**config.mk**
```make
export PLATFORM = sky130hd
export DESIGN_NAME = shift_seq_ctrl
export DESIGN_NICKNAME = d
export VERILOG_FILES = /design/src/rtl/shift_ctrl_pkg.sv /design/src/rtl/shift_fill_sel.sv /design/src/rtl/shift_seq_ctrl.sv
export SDC_FILE = /design/constraint.sdc
export NUM_CORES = 1
export LEC_CHECK = 0
export CAP_MARGIN = 20
export CORE_AREA = 2 2 54 56
export CTS_CLUSTER_SIZE = 12
export DETAILED_ROUTE_END_ITERATION = 16
export DIE_AREA = 0 0 56 58
export MAX_ROUTING_LAYER = met4
export PLACE_DENSITY = 0.82
export SLEW_MARGIN = 25
export SYNTH_ARGS = -nofsm -noshare
export SYNTH_HDL_FRONTEND = slang
export SYNTH_SLANG_ARGS = --single-unit
```
**constraint.sdc**
```tcl
create_clock -name clk -period 1.4 [get_ports clk]
set_input_delay 0.28 -clock clk [delete_from_list [all_inputs] [get_ports clk]]
set_output_delay 0.28 -clock clk [all_outputs]
set_load 0.1 [all_outputs]
```
**src/rtl/shift_ctrl_pkg.sv**
```systemverilog
// Shared definitions for the shift-register sequencer: FSM states, fill modes
// and shift directions.
package shift_ctrl_pkg;

    typedef enum logic [1:0] {
        S_IDLE  = 2'd0,
        S_LOAD  = 2'd1,
        S_SHIFT = 2'd2,
        S_DONE  = 2'd3
    } state_t;

    localparam logic [1:0] M_LOGIC = 2'b00;
    localparam logic [1:0] M_ARITH = 2'b01;
    localparam logic [1:0] M_ROT   = 2'b10;
    localparam logic [1:0] M_EXT   = 2'b11;

    localparam logic DIR_LEFT  = 1'b0;
    localparam logic DIR_RIGHT = 1'b1;

endpackage

```
**src/rtl/shift_fill_sel.sv**
```systemverilog
// Selects the bit leaving the register and the serial fill bit entering it,
// from the current register end bits and the latched request.
module shift_fill_sel
    import shift_ctrl_pkg::*;
(
    input  logic [1:0] mode_i,
    input  logic       dir_i,
    input  logic       q_msb_i,
    input  logic       q_lsb_i,
    input  logic       fill_in_i,
    output logic       out_o,
    output logic       fill_o
);

    always_comb begin
        out_o  = (dir_i == DIR_RIGHT) ? q_lsb_i : q_msb_i;
        fill_o = 1'b0;
        case (mode_i)
            M_LOGIC: fill_o = 1'b0;
            M_ARITH: fill_o = (dir_i == DIR_RIGHT) ? q_msb_i : 1'b0;
            M_ROT:   fill_o = out_o;
            M_EXT:   fill_o = fill_in_i;
            default: fill_o = 1'b0;
        endcase
    end

endmodule

```
**src/rtl/shift_seq_ctrl.sv**
```systemverilog
// Sequencer for the W-bit parallel/serial shift register: loads a word, issues
// up to W single-bit shifts, collects the shifted-out bits and pulses done.
module shift_seq_ctrl
    import shift_ctrl_pkg::*;
#(
    parameter int W  = 4,
    parameter int AW = $clog2(W) + 1
) (
    input  logic          clk,
    input  logic          rst,
    input  logic          start,
    output logic          ready,
    input  logic [W-1:0]  data_in,
    input  logic [AW-1:0] amount,
    input  logic          dir,
    input  logic [1:0]    mode,
    input  logic          fill_in,
    input  logic [W-1:0]  q_in,
    output logic          ps,
    output logic          rl,
    output logic          sir,
    output logic          sil,
    output logic [W-1:0]  par_data,
    output logic [W-1:0]  spill,
    output logic          done
);

    localparam logic [AW-1:0] W_AMT = AW'(W);

    state_t        state_q, state_d;
    logic [AW-1:0] count_q, count_d;
    logic [AW-1:0] n_q, n_d;
    logic [W-1:0]  spill_q, spill_d;
    logic [W-1:0]  data_q, data_d;
    logic          dir_q, dir_d;
    logic [1:0]    mode_q, mode_d;
    logic          fill_q, fill_d;

    logic          out_bit;
    logic          fill_bit;

    shift_fill_sel u_fill_sel (
        .mode_i    (mode_q),
        .dir_i     (dir_q),
        .q_msb_i   (q_in[W-1]),
        .q_lsb_i   (q_in[0]),
        .fill_in_i (fill_q),
        .out_o     (out_bit),
        .fill_o    (fill_bit)
    );

    always_ff @(posedge clk) begin
        if (rst) begin
            state_q <= S_IDLE;
            count_q <= '0;
            n_q     <= '0;
            spill_q <= '0;
            data_q  <= '0;
            dir_q   <= 1'b0;
            mode_q  <= '0;
            fill_q  <= 1'b0;
        end else begin
            state_q <= state_d;
            count_q <= count_d;
            n_q     <= n_d;
            spill_q <= spill_d;
            data_q  <= data_d;
            dir_q   <= dir_d;
            mode_q  <= mode_d;
            fill_q  <= fill_d;
        end
    end

    always_comb begin
        state_d  = state_q;
        count_d  = count_q;
        n_d      = n_q;
        spill_d  = spill_q;
        data_d   = data_q;
        dir_d    = dir_q;
        mode_d   = mode_q;
        fill_d   = fill_q;

        ready    = 1'b0;
        done     = 1'b0;
        ps       = 1'b1;
        rl       = 1'b0;
        sir      = 1'b0;
        sil      = 1'b0;
        par_data = data_q;

        case (state_q)
            S_IDLE: begin
                ready    = 1'b1;
                // The register has no hold mode: reload its own contents.
                par_data = q_in;
                if (start) begin
                    data_d  = data_in;
                    dir_d   = dir;
                    mode_d  = mode;
                    fill_d  = fill_in;
                    n_d     = (amount > W_AMT) ? W_AMT : amount;
                    spill_d = '0;
                    state_d = S_LOAD;
                end
            end
            S_LOAD: begin
                count_d = n_q;
                state_d = (n_q != '0) ? S_SHIFT : S_DONE;
            end
            S_SHIFT: begin
                ps      = 1'b0;
                rl      = dir_q;
                sir     = (dir_q == DIR_LEFT)  ? fill_bit : 1'b0;
                sil     = (dir_q == DIR_RIGHT) ? fill_bit : 1'b0;
                count_d = count_q - AW'(1);
                spill_d = (dir_q == DIR_LEFT) ? {spill_q[W-2:0], out_bit}
                                              : {out_bit, spill_q[W-1:1]};
                if (count_q == AW'(1))
                    state_d = S_DONE;
            end
            S_DONE: begin
                done     = 1'b1;
                par_data = q_in;
                state_d  = S_IDLE;
            end
            default: state_d = S_IDLE;
        endcase
    end

    assign spill = spill_q;

endmodule

```
### After elaboration in Yosys (flattened, before gate mapping)

Cells that the tools add are included.
Widths: inputs -> output; s select.

* mux-type cells: 21
* $lt $le $gt $ge: 1
* $add $sub $neg: 1
* equal/unequal tests: 9
* reduce and logical (&&, ||, !) cells: 9

Operators by type and width (number)
* $mux 4: 3
* $mux 1: 11
* $eq 2x2->1 const B: 4
* $pmux 2 s4: 1
* $pmux 4 s2: 1
* $pmux 3 s2: 1
* $reduce_and 2->1: 3
* $eq 2x1->1 const B: 2
* $logic_not 2->1: 2
* $mux 2: 2
* $ne 2x2->1 const B: 2
* $pmux 1 s4: 1
* $reduce_bool 2->1: 2
* $eq 3x1->1 const B: 1
* $gt 3x3->1 const B: 1
* $mux 3: 1
* $reduce_bool 3->1: 1
* $sub 3x1->3 const B: 1
* $reduce_or 2->1: 1

* output and inout port bits: 14
* register bits after elaboration: 20
* input bits: 18
* word-level logic and storage cells: 49

### Longest topological paths before layout

* word-level depth: 4
* gate-level depth with buffers: 7
* depth with buffers taken out: 6

### By module

A second synthesis with hierarchy kept.

* cell total of the unflattened synthesis: 122
* area total of the unflattened synthesis: 1034.7 um^2

By module, submodules not included
* shift_seq_ctrl: sequential area each 400.4 um^2, area an instance 988.4 um^2, instances 1, cells each 117
* shift_fill_sel: sequential area each 0.0 um^2, area an instance 46.3 um^2, instances 1, cells each 5

### Least setup slack after synthesis

OpenSTA, ideal clock, no wires.

* path type: flip-flop to output port
* start: reg state_q[0]
* end: out sir
* setup slack: -1816 ps
* required time: 1120 ps
* stages on the path, launching flop included: 6
* data arrival time: 2936 ps
* path buffers: 1
* path through: dfxtp_1 -> inv_1 -> ha_1 -> buf_2 -> nand2_1 -> nor3_1

* word-level cells in the longest chain between the ends: 2

RTL lines
* start, declared: line shift_seq_ctrl.sv:30 `state_t state_q, state_d;`
* start signal, assigned: line shift_seq_ctrl.sv:63 `state_q <= state_d;`
* $eq 2x2->1: line shift_seq_ctrl.sv:92 `case (state_q)`
* $mux 1: line shift_seq_ctrl.sv:92
* end, declared: line shift_seq_ctrl.sv:21 `output logic sir,`

Every way passes these cells.

### Worst setup path in the final report

* start: reg state_q[0]
* end: out par_data[3]

* word-level cells in the longest chain between the ends: 3
* elaborated cells on any way between the ends: 4
* those cells by class: eq/ne: 1; mux: 1; reduce/logical: 2

RTL lines
* $eq 2x2->1 or $logic_not 2->1 (tied branches): line shift_seq_ctrl.sv:92
* $reduce_or 2->1 (no source line) (*)
* $mux 4 (*): line shift_seq_ctrl.sv:92
* end, declared: line shift_seq_ctrl.sv:23 `output logic [W-1:0] par_data,`

Every way passes the cells marked *; elsewhere a longest branch is shown, timed or not.

==> results.yml <==
status:
  status: "finished, violations left"
  violations: "negative setup slack"
critical_path:
  reg2reg_depth: 10
  r2r_end: "spill[0]"
  cp_max_fo: 5
  arrival_ns: 1.53
  cp-start-kind: "register"
  required_ns: 1.12
  endpoint_kind: "primary output"
  criticalPathCategory: "register to primary output"
  path_buf_inv: 2
  crit_chain: "inv_4, ha_4, mux2_4, buf_12"
  timing.rr.start: "state_q[0]"
  ff2ff_setup_slack_ns: -0.35
  startpoint: "state_q[0]"
  cpPeakStageDelay_ns: 0.38
  cp_top_family: "flip-flops"
  crit_slowest_cell: "dfxtp_4"
synthesis:
  synth_warnings: 0
  netlist_area_mm2: 0.00105
  syn_avg_cell_area_um2: 8.46
  synth_cells: 124
  ys_types: 27
  synth_top_area_share: 0.382
  ys_ff_latch: 20
  synth_fp_nets: 149
  synthTopCellsByArea: "dfxtp_1 38%, nand2_1 9.3%, ha_1 8.4%"
  ys_seq_area_frac: 0.382
  synth_area_leader_cell: "dfxtp_1"
power_and_ir_drop:
  static-leakage-power_nw: 0.758
  total_power_w: 0.00338
  power_density_mw_per_mm2: 1800
  max-vdd-ir-drop_mv: 1.92
clock_network:
  cts_buffers: 3
  clk_transition_reported_paths_ns: 0.11
  cts_root_buf: "clkbuf_4"
  clk_latency_ns: 0.29
  clock_path_buffers: 2
  h-tree-depth: 1
  cts_tree: "built"
  cts_sinks: 20
  hold_buffers: 0
sta:
  fin_crit_ns: 1.81
  rsz0062_at_grt: "yes"
  fin_tns_setup_ns: -5.53
  tightestPinTransition_ns: 0.268
  period_share: 1.29
  setup_ws_ns: -0.406
  finalHoldViolCount: 0
  slew_violations: 0
  slew_headroom: 0.816
  skew_ns: 0.00328
  setup_viol: 17
  max_freq_mhz: 554
finish:
  antennaDiodeCount: 0
  layout-area-overhead-vs-synth_pct: 79.1
  stdcell_count: 207
  drive_gt1_frac: 0.386
  design_area_mm2: 0.00188
  nFillCells: 191
  final_common_cell: "nand2_1"
  final_nets: 202
  mostFrequentLayoutCells: "23 x nand2_1, 20 x buf_4, 18 x dfxtp_1, 17 x clkdlybuf4s50_1, 15 x buf_12"
global_routing:
  grt_pass1_wl_mm: 5.00
  grt.total_usage: 0.201
  antenna_found_initial: 0
  grt_pass1_vias: 1110
  grt_max_degree: 21
  grt_remaining_overflow: 0
placed_design:
  dpl.cell_count: 197
  dp_hpwl_mm: 2.12
  gp_congestion: 0.841
  portBuffers: 31
  dpl_cell_area_mm2: 0.00172
die:
  ioPinCount: 32
  num_rows: 19
  die_x_um: 56
  initial_core_util: 0.394
  die_h_um: 58
  coreArea_mm2: 0.00266
  die_area_mm2: 0.00325
hold_path:
  hold_depth: 2
  holdPathEnd: "data_q[2]"
  min_path_type: "register to register"
  hold_start: "data_q[2]"
routing:
  firstDrtPassIters: 5
  drtAntennaViolNets: 0
  routed_wl_mm: 2.87
  vias: 1045
  drc_errors: 0
  wl_per_cell_um: 13.9
  via_per_inst: 5.05
  drt_iter0_drc: 27
job:
  drv_cap: 0
routing by layer:
| metal | vias to the layer above | global-route usage | share of wire |
|---|---|---|---|
| met5 | - | - | 0 |
| met4 | 0 | 0.0646 | 0.012 |
| met3 | 4 | 0.0335 | 0.037 |
| met2 | 31 | 0.355 | 0.54 |
| met1 | 489 | 0.235 | 0.41 |
| li1 | 521 | - | - |
synthesized netlist by cell type:
| master | instances |
|---|---|
| mux2i_1 | 7 |
| clkbuf_1 | 3 |
| nand2b_1 | 3 |
| buf_2 | 3 |
| mux2_1 | 1 |
| nand3_1 | 2 |
| o21ai_1 | 2 |
| o22ai_1 | 1 |
| a31oi_1 | 1 |
| mux2_2 | 4 |
| nor3_1 | 1 |
| ha_1 | 7 |
| a221oi_2 | 1 |
| o21ai_2 | 1 |
| dfxtp_1 | 20 |
| a21oi_1 | 12 |
| a21boi_4 | 1 |
| a22oi_1 | 1 |
| clkbuf_2 | 1 |
| nand3b_1 | 2 |
| a2bb2oi_1 | 4 |
| inv_1 | 6 |
| and2_1 | 3 |
| a311oi_1 | 1 |
| nor2_1 | 9 |
| o21ai_0 | 1 |
| nand2_1 | 26 |
logic make-up after synthesis:
logic type	share of synthesized area
and+or+nand+nor	0.190
AOI/OAI and AO/OA	0.173
muxes	0.121
adders and majority gates	0.0835
buffers and inverters	0.0513
DFF	0.382
area by class of cell:
class                           count  area, µm²  share of cell area
Multi-Input combinational cell     91        713               0.380
Timing Repair Buffer               55        654               0.348
Sequential cell                    20        408               0.217
Tap cell                           31       38.8              0.0207
Clock buffer                        4       36.3              0.0193
Inverter                            6       27.5              0.0147
per-stage QoR:
stage	worst slack [ns]	hold WS, ns	utilization
global placement	-0.279	0.443	0.644
floorplan	-0.407	0.416	-
finish	-0.406	0.470	0.705
global route	-0.461	0.494	0.705
detailed placement	-0.316	0.457	0.644
CTS	-0.417	0.473	0.693
worst max-delay path by stage:
stage                     depth (start not counted)     endpoint  slack [ns]
after floorplan                                   5          sir       -0.41
after global placement                            6          sil       -0.28
after detailed placement                          6          sil       -0.32
after CTS                                         4  par_data[1]       -0.42
after global routing                              4  par_data[3]       -0.46
final                                             4  par_data[3]       -0.41
power by group:
part / internal [W] / switching (W)
Combinational: 0.00101 / 0.00128
Clock: 0.000158 / 0.000169
Sequential: 0.000681 / 0.0000825
sequential cells by signal, summed over array words and instances (netlist names):
name     flops
spill        4
data_q       4
count_q      3
fill_q       1
n_q          3
dir_q        1
mode_q       2
state_q      2
what timing repair did:
| action | 4_1_cts | 5_1_grt |
|---|---|---|
| setup buffers | 5 | 2 |
| pin swaps | 5 | 8 |
| resized for setup | 14 | 5 |
| endpoints found under the setup margin | 15 | 28 |
worst register-to-register path: stages (launching register included):
cell       delay [ns]
dfxtp_4          0.38
inv_4            0.04
buf_4            0.15
ha_4             0.18
buf_4            0.14
buf_4            0.13
buf_4            0.14
buf_6            0.13
o21ai_4          0.18
a2bb2oi_1        0.10
nor2_1           0.13
Note: power is estimated with default switching activity, not from simulation.
